==> src/rtl/mem_arbiter_if.sv <==
// Request/response bundle between the fetch/LSU requesters, the arbiter
// and the single memory port.
interface mem_arbiter_if #(
    parameter int ADDR_W = 64,
    parameter int DATA_W = 64
);
    logic                  i_valid;
    logic [ADDR_W-1:0]     i_addr;
    logic                  i_ready;
    logic [DATA_W-1:0]     i_rdata;

    logic                  d_valid;
    logic                  d_write;
    logic [ADDR_W-1:0]     d_addr;
    logic [2:0]            d_size;
    logic [DATA_W/8-1:0]   d_strobe;
    logic [DATA_W-1:0]     d_wdata;
    logic                  d_ready;
    logic [DATA_W-1:0]     d_rdata;

    logic                  m_valid;
    logic                  m_write;
    logic [ADDR_W-1:0]     m_addr;
    logic [2:0]            m_size;
    logic [DATA_W/8-1:0]   m_strobe;
    logic [DATA_W-1:0]     m_wdata;
    logic                  m_ready;
    logic [DATA_W-1:0]     m_rdata;

    modport slave (
        input  i_valid, i_addr,
        output i_ready, i_rdata,
        input  d_valid, d_write, d_addr, d_size, d_strobe, d_wdata,
        output d_ready, d_rdata,
        output m_valid, m_write, m_addr, m_size, m_strobe, m_wdata,
        input  m_ready, m_rdata
    );

    modport master (
        output i_valid, i_addr,
        input  i_ready, i_rdata,
        output d_valid, d_write, d_addr, d_size, d_strobe, d_wdata,
        input  d_ready, d_rdata,
        input  m_valid, m_write, m_addr, m_size, m_strobe, m_wdata,
        output m_ready, m_rdata
    );
endinterface

==> src/rtl/mem_arbiter.sv <==
// Shares one single-beat memory port between instruction fetch and
// load/store; alternating priority when both sides are pending.
module mem_arbiter #(
    parameter int ADDR_W = 64,
    parameter int DATA_W = 64
) (
    input  logic          clk,
    input  logic          reset,
    mem_arbiter_if.slave  bus
);
    localparam int STRB_W = DATA_W / 8;

    typedef enum logic [2:0] {
        IDLE,
        BUSY_I,
        BUSY_D,
        RESP_I,
        RESP_D
    } state_t;

    state_t              r_state;
    logic                r_last_d;
    logic                r_m_valid;
    logic                r_m_write;
    logic [ADDR_W-1:0]   r_m_addr;
    logic [2:0]          r_m_size;
    logic [STRB_W-1:0]   r_m_strobe;
    logic [DATA_W-1:0]   r_m_wdata;
    logic                r_i_ready;
    logic [DATA_W-1:0]   r_i_rdata;
    logic                r_d_ready;
    logic [DATA_W-1:0]   r_d_rdata;

    logic                w_grant_d;
    logic                w_grant_i;

    // D wins a tie unless it won the previous grant
    assign w_grant_d = bus.d_valid && (!bus.i_valid || !r_last_d);
    assign w_grant_i = bus.i_valid && !w_grant_d;

    always_ff @(posedge clk or posedge reset) begin
        if (reset) begin
            r_state    <= IDLE;
            r_last_d   <= 1'b0;
            r_m_valid  <= 1'b0;
            r_m_write  <= 1'b0;
            r_m_addr   <= '0;
            r_m_size   <= '0;
            r_m_strobe <= '0;
            r_m_wdata  <= '0;
            r_i_ready  <= 1'b0;
            r_i_rdata  <= '0;
            r_d_ready  <= 1'b0;
            r_d_rdata  <= '0;
        end else begin
            unique case (r_state)
                IDLE: begin
                    if (w_grant_d) begin
                        r_state    <= BUSY_D;
                        r_last_d   <= 1'b1;
                        r_m_valid  <= 1'b1;
                        r_m_write  <= bus.d_write;
                        r_m_addr   <= bus.d_addr;
                        r_m_size   <= bus.d_size;
                        r_m_strobe <= bus.d_write ? bus.d_strobe : '0;
                        r_m_wdata  <= bus.d_wdata;
                    end else if (w_grant_i) begin
                        r_state    <= BUSY_I;
                        r_last_d   <= 1'b0;
                        r_m_valid  <= 1'b1;
                        r_m_write  <= 1'b0;
                        r_m_addr   <= bus.i_addr;
                        r_m_size   <= 3'b011;
                        r_m_strobe <= '0;
                        r_m_wdata  <= '0;
                    end
                end
                BUSY_I: begin
                    if (bus.m_ready) begin
                        r_state   <= RESP_I;
                        r_m_valid <= 1'b0;
                        r_i_ready <= 1'b1;
                        r_i_rdata <= bus.m_rdata;
                    end
                end
                BUSY_D: begin
                    if (bus.m_ready) begin
                        r_state   <= RESP_D;
                        r_m_valid <= 1'b0;
                        r_d_ready <= 1'b1;
                        r_d_rdata <= bus.m_rdata;
                    end
                end
                RESP_I: begin
                    r_state   <= IDLE;
                    r_i_ready <= 1'b0;
                    r_i_rdata <= '0;
                end
                RESP_D: begin
                    r_state   <= IDLE;
                    r_d_ready <= 1'b0;
                    r_d_rdata <= '0;
                end
                default: r_state <= IDLE;
            endcase
        end
    end

    assign bus.m_valid  = r_m_valid;
    assign bus.m_write  = r_m_write;
    assign bus.m_addr   = r_m_addr;
    assign bus.m_size   = r_m_size;
    assign bus.m_strobe = r_m_strobe;
    assign bus.m_wdata  = r_m_wdata;
    assign bus.i_ready  = r_i_ready;
    assign bus.i_rdata  = r_i_rdata;
    assign bus.d_ready  = r_d_ready;
    assign bus.d_rdata  = r_d_rdata;
endmodule

==> src/flat_wrapper.sv <==
// flat-port wrapper written by rule: the top's interface ports become plain ports
module mem_arbiter_flat 
#(
    parameter int ADDR_W = 64,
    parameter int DATA_W = 64
)
  (clk, reset, bus_i_valid, bus_i_addr, bus_i_ready, bus_i_rdata, bus_d_valid, bus_d_write, bus_d_addr, bus_d_size, bus_d_strobe, bus_d_wdata, bus_d_ready, bus_d_rdata, bus_m_valid, bus_m_write, bus_m_addr, bus_m_size, bus_m_strobe, bus_m_wdata, bus_m_ready, bus_m_rdata);
  mem_arbiter_if #(.ADDR_W(ADDR_W), .DATA_W(DATA_W)) bus_i ();
  input  logic clk;
  input  logic reset;
  input wire logic [$bits(bus_i.i_valid)-1:0] bus_i_valid;
  input wire logic [$bits(bus_i.i_addr)-1:0] bus_i_addr;
  output wire logic [$bits(bus_i.i_ready)-1:0] bus_i_ready;
  output wire logic [$bits(bus_i.i_rdata)-1:0] bus_i_rdata;
  input wire logic [$bits(bus_i.d_valid)-1:0] bus_d_valid;
  input wire logic [$bits(bus_i.d_write)-1:0] bus_d_write;
  input wire logic [$bits(bus_i.d_addr)-1:0] bus_d_addr;
  input wire logic [$bits(bus_i.d_size)-1:0] bus_d_size;
  input wire logic [$bits(bus_i.d_strobe)-1:0] bus_d_strobe;
  input wire logic [$bits(bus_i.d_wdata)-1:0] bus_d_wdata;
  output wire logic [$bits(bus_i.d_ready)-1:0] bus_d_ready;
  output wire logic [$bits(bus_i.d_rdata)-1:0] bus_d_rdata;
  output wire logic [$bits(bus_i.m_valid)-1:0] bus_m_valid;
  output wire logic [$bits(bus_i.m_write)-1:0] bus_m_write;
  output wire logic [$bits(bus_i.m_addr)-1:0] bus_m_addr;
  output wire logic [$bits(bus_i.m_size)-1:0] bus_m_size;
  output wire logic [$bits(bus_i.m_strobe)-1:0] bus_m_strobe;
  output wire logic [$bits(bus_i.m_wdata)-1:0] bus_m_wdata;
  input wire logic [$bits(bus_i.m_ready)-1:0] bus_m_ready;
  input wire logic [$bits(bus_i.m_rdata)-1:0] bus_m_rdata;
  assign bus_i.i_valid = bus_i_valid;
  assign bus_i.i_addr = bus_i_addr;
  assign bus_i_ready = bus_i.i_ready;
  assign bus_i_rdata = bus_i.i_rdata;
  assign bus_i.d_valid = bus_d_valid;
  assign bus_i.d_write = bus_d_write;
  assign bus_i.d_addr = bus_d_addr;
  assign bus_i.d_size = bus_d_size;
  assign bus_i.d_strobe = bus_d_strobe;
  assign bus_i.d_wdata = bus_d_wdata;
  assign bus_d_ready = bus_i.d_ready;
  assign bus_d_rdata = bus_i.d_rdata;
  assign bus_m_valid = bus_i.m_valid;
  assign bus_m_write = bus_i.m_write;
  assign bus_m_addr = bus_i.m_addr;
  assign bus_m_size = bus_i.m_size;
  assign bus_m_strobe = bus_i.m_strobe;
  assign bus_m_wdata = bus_i.m_wdata;
  assign bus_i.m_ready = bus_m_ready;
  assign bus_i.m_rdata = bus_m_rdata;
  mem_arbiter #(.ADDR_W(ADDR_W), .DATA_W(DATA_W)) u_core (.clk(clk), .reset(reset), .bus(bus_i));
endmodule
==> config.mk <==
export PLATFORM = sky130hd
export DESIGN_NAME = mem_arbiter_flat
export DESIGN_NICKNAME = d
export VERILOG_FILES = /design/src/rtl/mem_arbiter_if.sv /design/src/rtl/mem_arbiter.sv /design/src/flat_wrapper.sv
export SDC_FILE = /design/constraint.sdc
export NUM_CORES = 1
export LEC_CHECK = 0
export ABC_CLOCK_PERIOD_IN_PS = 12300
export CAP_MARGIN = 20
export CORE_AREA = 2 2 211 213
export CTS_CLUSTER_DIAMETER = 80
export DETAILED_ROUTE_END_ITERATION = 10
export DIE_AREA = 0 0 213 215
export PLACE_DENSITY = 0.58
export SETUP_SLACK_MARGIN = 0.1
export SLEW_MARGIN = 25
export SYNTH_ARGS = -nofsm -noshare
export SYNTH_HDL_FRONTEND = slang
export SYNTH_SLANG_ARGS = --single-unit
==> constraint.sdc <==
create_clock -name clk -period 12.3 [get_ports clk]
set_clock_uncertainty 0.05 [all_clocks]
set_input_delay 2.46 -clock clk [delete_from_list [all_inputs] [get_ports clk]]
set_output_delay 2.46 -clock clk [all_outputs]
set_load 0.03 [all_outputs]
After elaboration in Yosys (flattened, before gate mapping)
Cells that the tools add are included.
Word-level totals
  bits in writable memories: 0
  memories kept: 0
  bits in latches: 0
  input bits: 273
  output and inout bits: 271
  logic and storage cells: 64
  ROM bits: 0
  bits in registers: 275
Operators by class
  shift operators: 0
  equal/unequal tests: 8
  magnitude comparators: 0
  divide/modulo/power cells: 0
  muxes and demuxes: 27
  reductions and logical operators: 17
  multipliers: 0
  add/subtract/negate cells: 0
  bitwise operators: 0
Operators by type and width (number)
  $mux 64: 5
  $pmux 64 s2: 2
  $mux 8: 3
  $mux 3: 6
  $pmux 3 s3: 1
  $reduce_bool 2->1: 4
  $mux 1: 7
  $eq 3x2->1 const B: 2
  $pmux 1 s2: 3
  $reduce_and 2->1: 3
  $reduce_and 3->1: 2
  $ne 2x2->1 const B: 2
  $eq 3x1->1 const B: 1
  $eq 3x3->1 const B: 1
  $logic_not 1->1: 3
  $logic_not 3->1: 1
  $ne 3x1->1 const B: 1
  $logic_and 1x1->1: 2
  $ne 2x1->1 const B: 1
  $reduce_or 2->1: 1
  $logic_or 1x1->1: 1

Logic depth before layout (Yosys ltp)
  depth in word-level cells: 8
  gate-level depth with buffers: 5
  mapped depth without buffers: 3

Worst setup path after synthesis
Ideal clock, no wire load.
  path type: in2reg
  from: in bus_d_valid
  to: reg u_core.r_m_addr[10] (netlist: u_core.bus.m_addr[10])
  library setup time: 0.125 ns
  buffers on the path: 2
  setup slack: 8.606 ns
  stages: 5
  data required time: 12.125 ns
  data arrival time: 3.520 ns
  path through: a21boi_2 buf_6 buf_6 mux2_1 mux2_2
Between the ends
  word-level cells in the longest chain between the ends: 5
  elaborated cells on any way between the ends: 6
  classes of those cells: mux: 1; reduce/logical: 5
RTL lines
  start, declared: line flat_wrapper.sv:15  | input wire logic [$bits(bus_i.d_valid)-1:0] bus_d_valid;
  $logic_and 1x1->1 *: line mem_arbiter.sv:38  | assign w_grant_d = bus.d_valid && (!bus.i_valid || !r_last_d);
  $logic_not 1->1: line mem_arbiter.sv:39  | assign w_grant_i = bus.i_valid && !w_grant_d;
  $logic_and 1x1->1: line mem_arbiter.sv:39
  $reduce_bool 2->1 (no line)
  $reduce_and 2->1 (no line)
  end signal, assigned: line mem_arbiter.sv:63  | r_m_addr <= bus.d_addr;
  end signal, assigned: line mem_arbiter.sv:72  | r_m_addr <= bus.i_addr;
  end, declared: line mem_arbiter.sv:25  | logic [ADDR_W-1:0] r_m_addr;
Mark *: on every way between the ends. The rest lies on a longest branch, timed or not.
A chain may end at the register's enable or synchronous reset.

Worst setup path in the final report
  from: in bus_d_valid
  to: reg u_core.r_m_wdata[33] (netlist: u_core.bus.m_wdata[33])
Between the ends
  word-level cells in the longest chain between the ends: 5
  elaborated cells on any way between the ends: 6
  classes of those cells: mux: 1; reduce/logical: 5
RTL lines
  $logic_and 1x1->1 *: line mem_arbiter.sv:38
  $logic_not 1->1: line mem_arbiter.sv:39
  $logic_and 1x1->1: line mem_arbiter.sv:39
  $reduce_bool 2->1 (no line)
  $reduce_and 2->1 (no line)
  end signal, assigned: line mem_arbiter.sv:66  | r_m_wdata <= bus.d_wdata;
  end, declared: line mem_arbiter.sv:28  | logic [DATA_W-1:0] r_m_wdata;
Marks and branches as above.

==> results.json <==
{
  "status": "finished clean",
  "critPathKind": "input port to register",
  "track_usage_pct": 16.46,
  "cp_data_required_time_ns": 12.70,
  "via_per_inst": 4.518,
  "drv_cap": 0,
  "drive_gt1_share_pct": 13.43,
  "ios": 544,
  "p_sw_mw": 2.031,
  "rr_worst_depth": 5,
  "tns_ns": 0,
  "antenna_found_initial": 3,
  "syn-cell-area_um2": 10740,
  "cts_buffer_depth": 3,
  "ctsHoldBuffers": 0,
  "io_buffers": 543,
  "cts.sinks": 275,
  "avgRoutedWirePerCell_um": 20.88,
  "post_cts_buffers": 0,
  "place.gp.congestion": 0.7942,
  "internal_power_mw": 3.101,
  "synth_cells": 702,
  "rsz0062_at_grt": "false",
  "worst_pin_slew_ns": 0.9472,
  "path_buf_inv": 3,
  "clkPwrFrac_pct": 21.3,
  "drtIter0Drc": 351,
  "grt_pass1_vias": 9140,
  "slowest_delay_ns": 0.70,
  "start_util_pct": 24.60,
  "synth_cell_types": 33,
  "stdcell_count": 1852,
  "leakagePower_nw": 7.570,
  "path_delay_family": "buffers and inverters",
  "grt_pass1_wl_mm": 57.37,
  "crit_top_cell": "buf_4",
  "area_growth_pct": 66.59,
  "final_max_slew_viol_count": 0,
  "post-route-util_pct": 40.99,
  "hold_ws_ns": 0.4330,
  "cp-start-kind": "input port",
  "via_count": 8367,
  "dp_hpwl_mm": 27.13,
  "worstPathCellList": "clkdlybuf4s50_1 -> a21boi_4 -> buf_4 -> and3_2 -> buf_4 -> a22o_1",
  "yosysWarnings": 0,
  "dieArea_um2": 45800,
  "insertion_delay_ns": 0.52,
  "seqPwrFrac_pct": 29.9,
  "clk_pin_slew_ns": 0.06,
  "relSlewSlack_pct": 36.57,
  "die_width_um": 213,
  "dp_cells": 1787,
  "grt_max_degree": 112,
  "die_h_um": 215,
  "swShare_pct": 39.58,
  "cts_resized": 0,
  "layout.nets": 1506,
  "pwr-share-comb_pct": 48.8,
  "cts_tree": "yes",
  "cp.depth": 6,
  "cts_max_level": 2,
  "synth.avg_cell_area_um2": 15.30,
  "rows": 77,
  "drt_pre_antenna_iters": 6,
  "hp-class": "register to register",
  "fmax_mhz": 211.9,
  "fp.coreArea_um2": 43640,
  "wl_mm": 38.67,
  "min_path_cells": 1,
  "hold_violations": 0,
  "worst_path_max_delay_cell": "buf_4",
  "cp.arrival_ns": 5.12,
  "route.detailed.drc": 0,
  "fin_crit_sh_pct": 38.36,
  "cts_buffers": 36,
  "crit_fanout": 75,
  "cp-end-kind": "register",
  "ctsRootBufferMaster": "clkbuf_16",
  "irDropWorstVdd_mv": 0.1500,
  "setup_viol": 0,
  "period_minus_slack_ns": 4.718,
  "ys_ff_latch": 275,
  "grt_overflow": 0,
  "syn-num-nets": 975,
  "yosysSeqAreaShare_pct": 64.09,
  "p_per_area_nw_per_um2": 286.9,
  "postRouteAntennaNets": 0
}
==> Yosys cell counts <==
library cell	instances	area, um^2
nor3b_2	1	12.51
mux2_2	92	1036
o22a_1	2	17.52
o311a_1	1	10.01
mux2i_1	1	10.01
a21boi_2	1	11.26
o21a_1	1	7.510
buf_6	10	112.6
inv_2	1	3.750
nand2b_1	2	12.51
nand4b_1	1	8.760
nand2_1	1	3.750
o211ai_1	2	15.01
o21ai_0	3	15.01
and3_1	1	6.260
a21oi_1	1	5.000
buf_1	1	3.750
nor3b_1	2	15.01
a22o_1	194	1699
inv_1	2	7.510
nand3_1	1	5.000
clkbuf_1	5	18.77
buf_2	34	170.2
mux2_1	36	405.4
nand3b_1	1	7.510
a32o_1	8	80.08
nor4_2	1	12.51
a21o_1	4	30.03
buf_4	11	82.58
dfrtp_1	275	6882
nor2_1	4	15.01
o2bb2ai_1	1	8.760
o21bai_1	1	7.510
==> worst register-to-register path: stages (launching register included) <==
cell and delay [ns]:
dfrtp_1 0.41, a21boi_4 0.16, buf_4 0.70, and3_2 0.31, buf_4 0.62, a22o_1 0.32
==> cells by family after synthesis <==
| family | after synthesis | synth area share [%] |
|---|---|---|
| compound gates | 219 | 17.76 |
| mux | 129 | 13.52 |
| simple gates | 15 | 0.9204 |
| flops | 275 | 64.09 |
| buf+inv | 64 | 3.717 |
==> path summary, 6_finish.rpt <==
check / startpoint / slack, ns / to
worst max-delay path: bus_d_valid / 7.58 / u_core.bus.m_wdata[33]$_DFFE_PP0P_
worst min-delay path: u_core.bus.i_ready$_DFFE_PP0P_ / 0.43 / u_core.bus.i_ready$_DFFE_PP0P_
worst max register to register: u_core.r_last_d$_DFFE_PP0P_ / 9.66 / u_core.bus.m_wdata[33]$_DFFE_PP0P_
worst min register to register: u_core.bus.i_ready$_DFFE_PP0P_ / 0.43 / u_core.bus.i_ready$_DFFE_PP0P_
max in group asynchronous: reset / 7.68 / u_core.bus.d_rdata[61]$_DFFE_PP0P_
min in group asynchronous: reset / 2.43 / u_core.bus.m_wdata[10]$_DFFE_PP0P_
==> metrics by stage <==
step | setup WS [ns] | power, mW | instance area [um^2]
2_1_floorplan | 2.210 | 2.976 | 10740
3_3_place_gp | 7.045 | 4.052 | 16650
3_5_place_dp | 7.011 | 4.076 | 16650
4_1_cts | 7.566 | 5.207 | 17880
5_1_grt | 7.276 | 5.379 | 17890
6_report | 7.582 | 5.132 | 17890
==> registers in the layout, indices dropped and copies added (netlist names) <==
signal / cells
u_core.bus.d_rdata: 64
u_core.bus.d_ready: 1
u_core.bus.i_rdata: 64
u_core.bus.i_ready: 1
u_core.bus.m_addr: 64
u_core.bus.m_size: 3
u_core.bus.m_strobe: 8
u_core.bus.m_valid: 1
u_core.bus.m_wdata: 64
u_core.bus.m_write: 1
u_core.r_last_d: 1
u_core.r_state: 3
==> power groups by stage <==
stage,Clock (mW),Combinational (mW),Sequential [mW]
finish,1.09,2.50,1.54
global route,1.16,2.63,1.59
CTS,1.13,2.54,1.54
detailed placement,0,2.54,1.54
global placement,0,2.51,1.54
floorplan,0,0.720,2.26
==> layout make-up <==
type | instances | area (um^2)
fillers | 4151 | 25750
flip-flops and latches | 275 | 6882
repair buffers | 554 | 5518
multi-input cells | 363 | 3487
clock buffers | 50 | 1055
well taps | 592 | 740.7
clock inverters | 13 | 182.7
inverters | 3 | 18.77
diodes | 2 | 5.005
==> routing by layer <==
metal	vias to the layer above	global-route usage [%]	wire length, um	part of all wire, %
met3	62	6.547	3991	10
met1	4185	19.47	15280	40
met4	2	6.177	1056	2.7
met2	375	26.75	18320	47
met5	-	0	13	0.034
li1	3743	-	-	-
==> placed cells by master (no fill, tap or decap), types with 3 or more instances in the layout <==
cell type / netlist / layout
a32o_1: 8 / 8
clkbuf_8: 0 / 8
o21ai_0: 3 / 3
a22o_1: 194 / 194
a21o_1: 4 / 3
buf_4: 11 / 11
bufinv_16: 0 / 4
clkbuf_1: 5 / 5
clkinv_2: 0 / 5
mux2_1: 36 / 36
clkbuf_16: 0 / 37
mux2_2: 92 / 92
clkdlybuf4s50_1: 0 / 543
nor2_1: 4 / 4
dfrtp_1: 275 / 275
No activity file was read; power rests on OpenSTA's default activity.
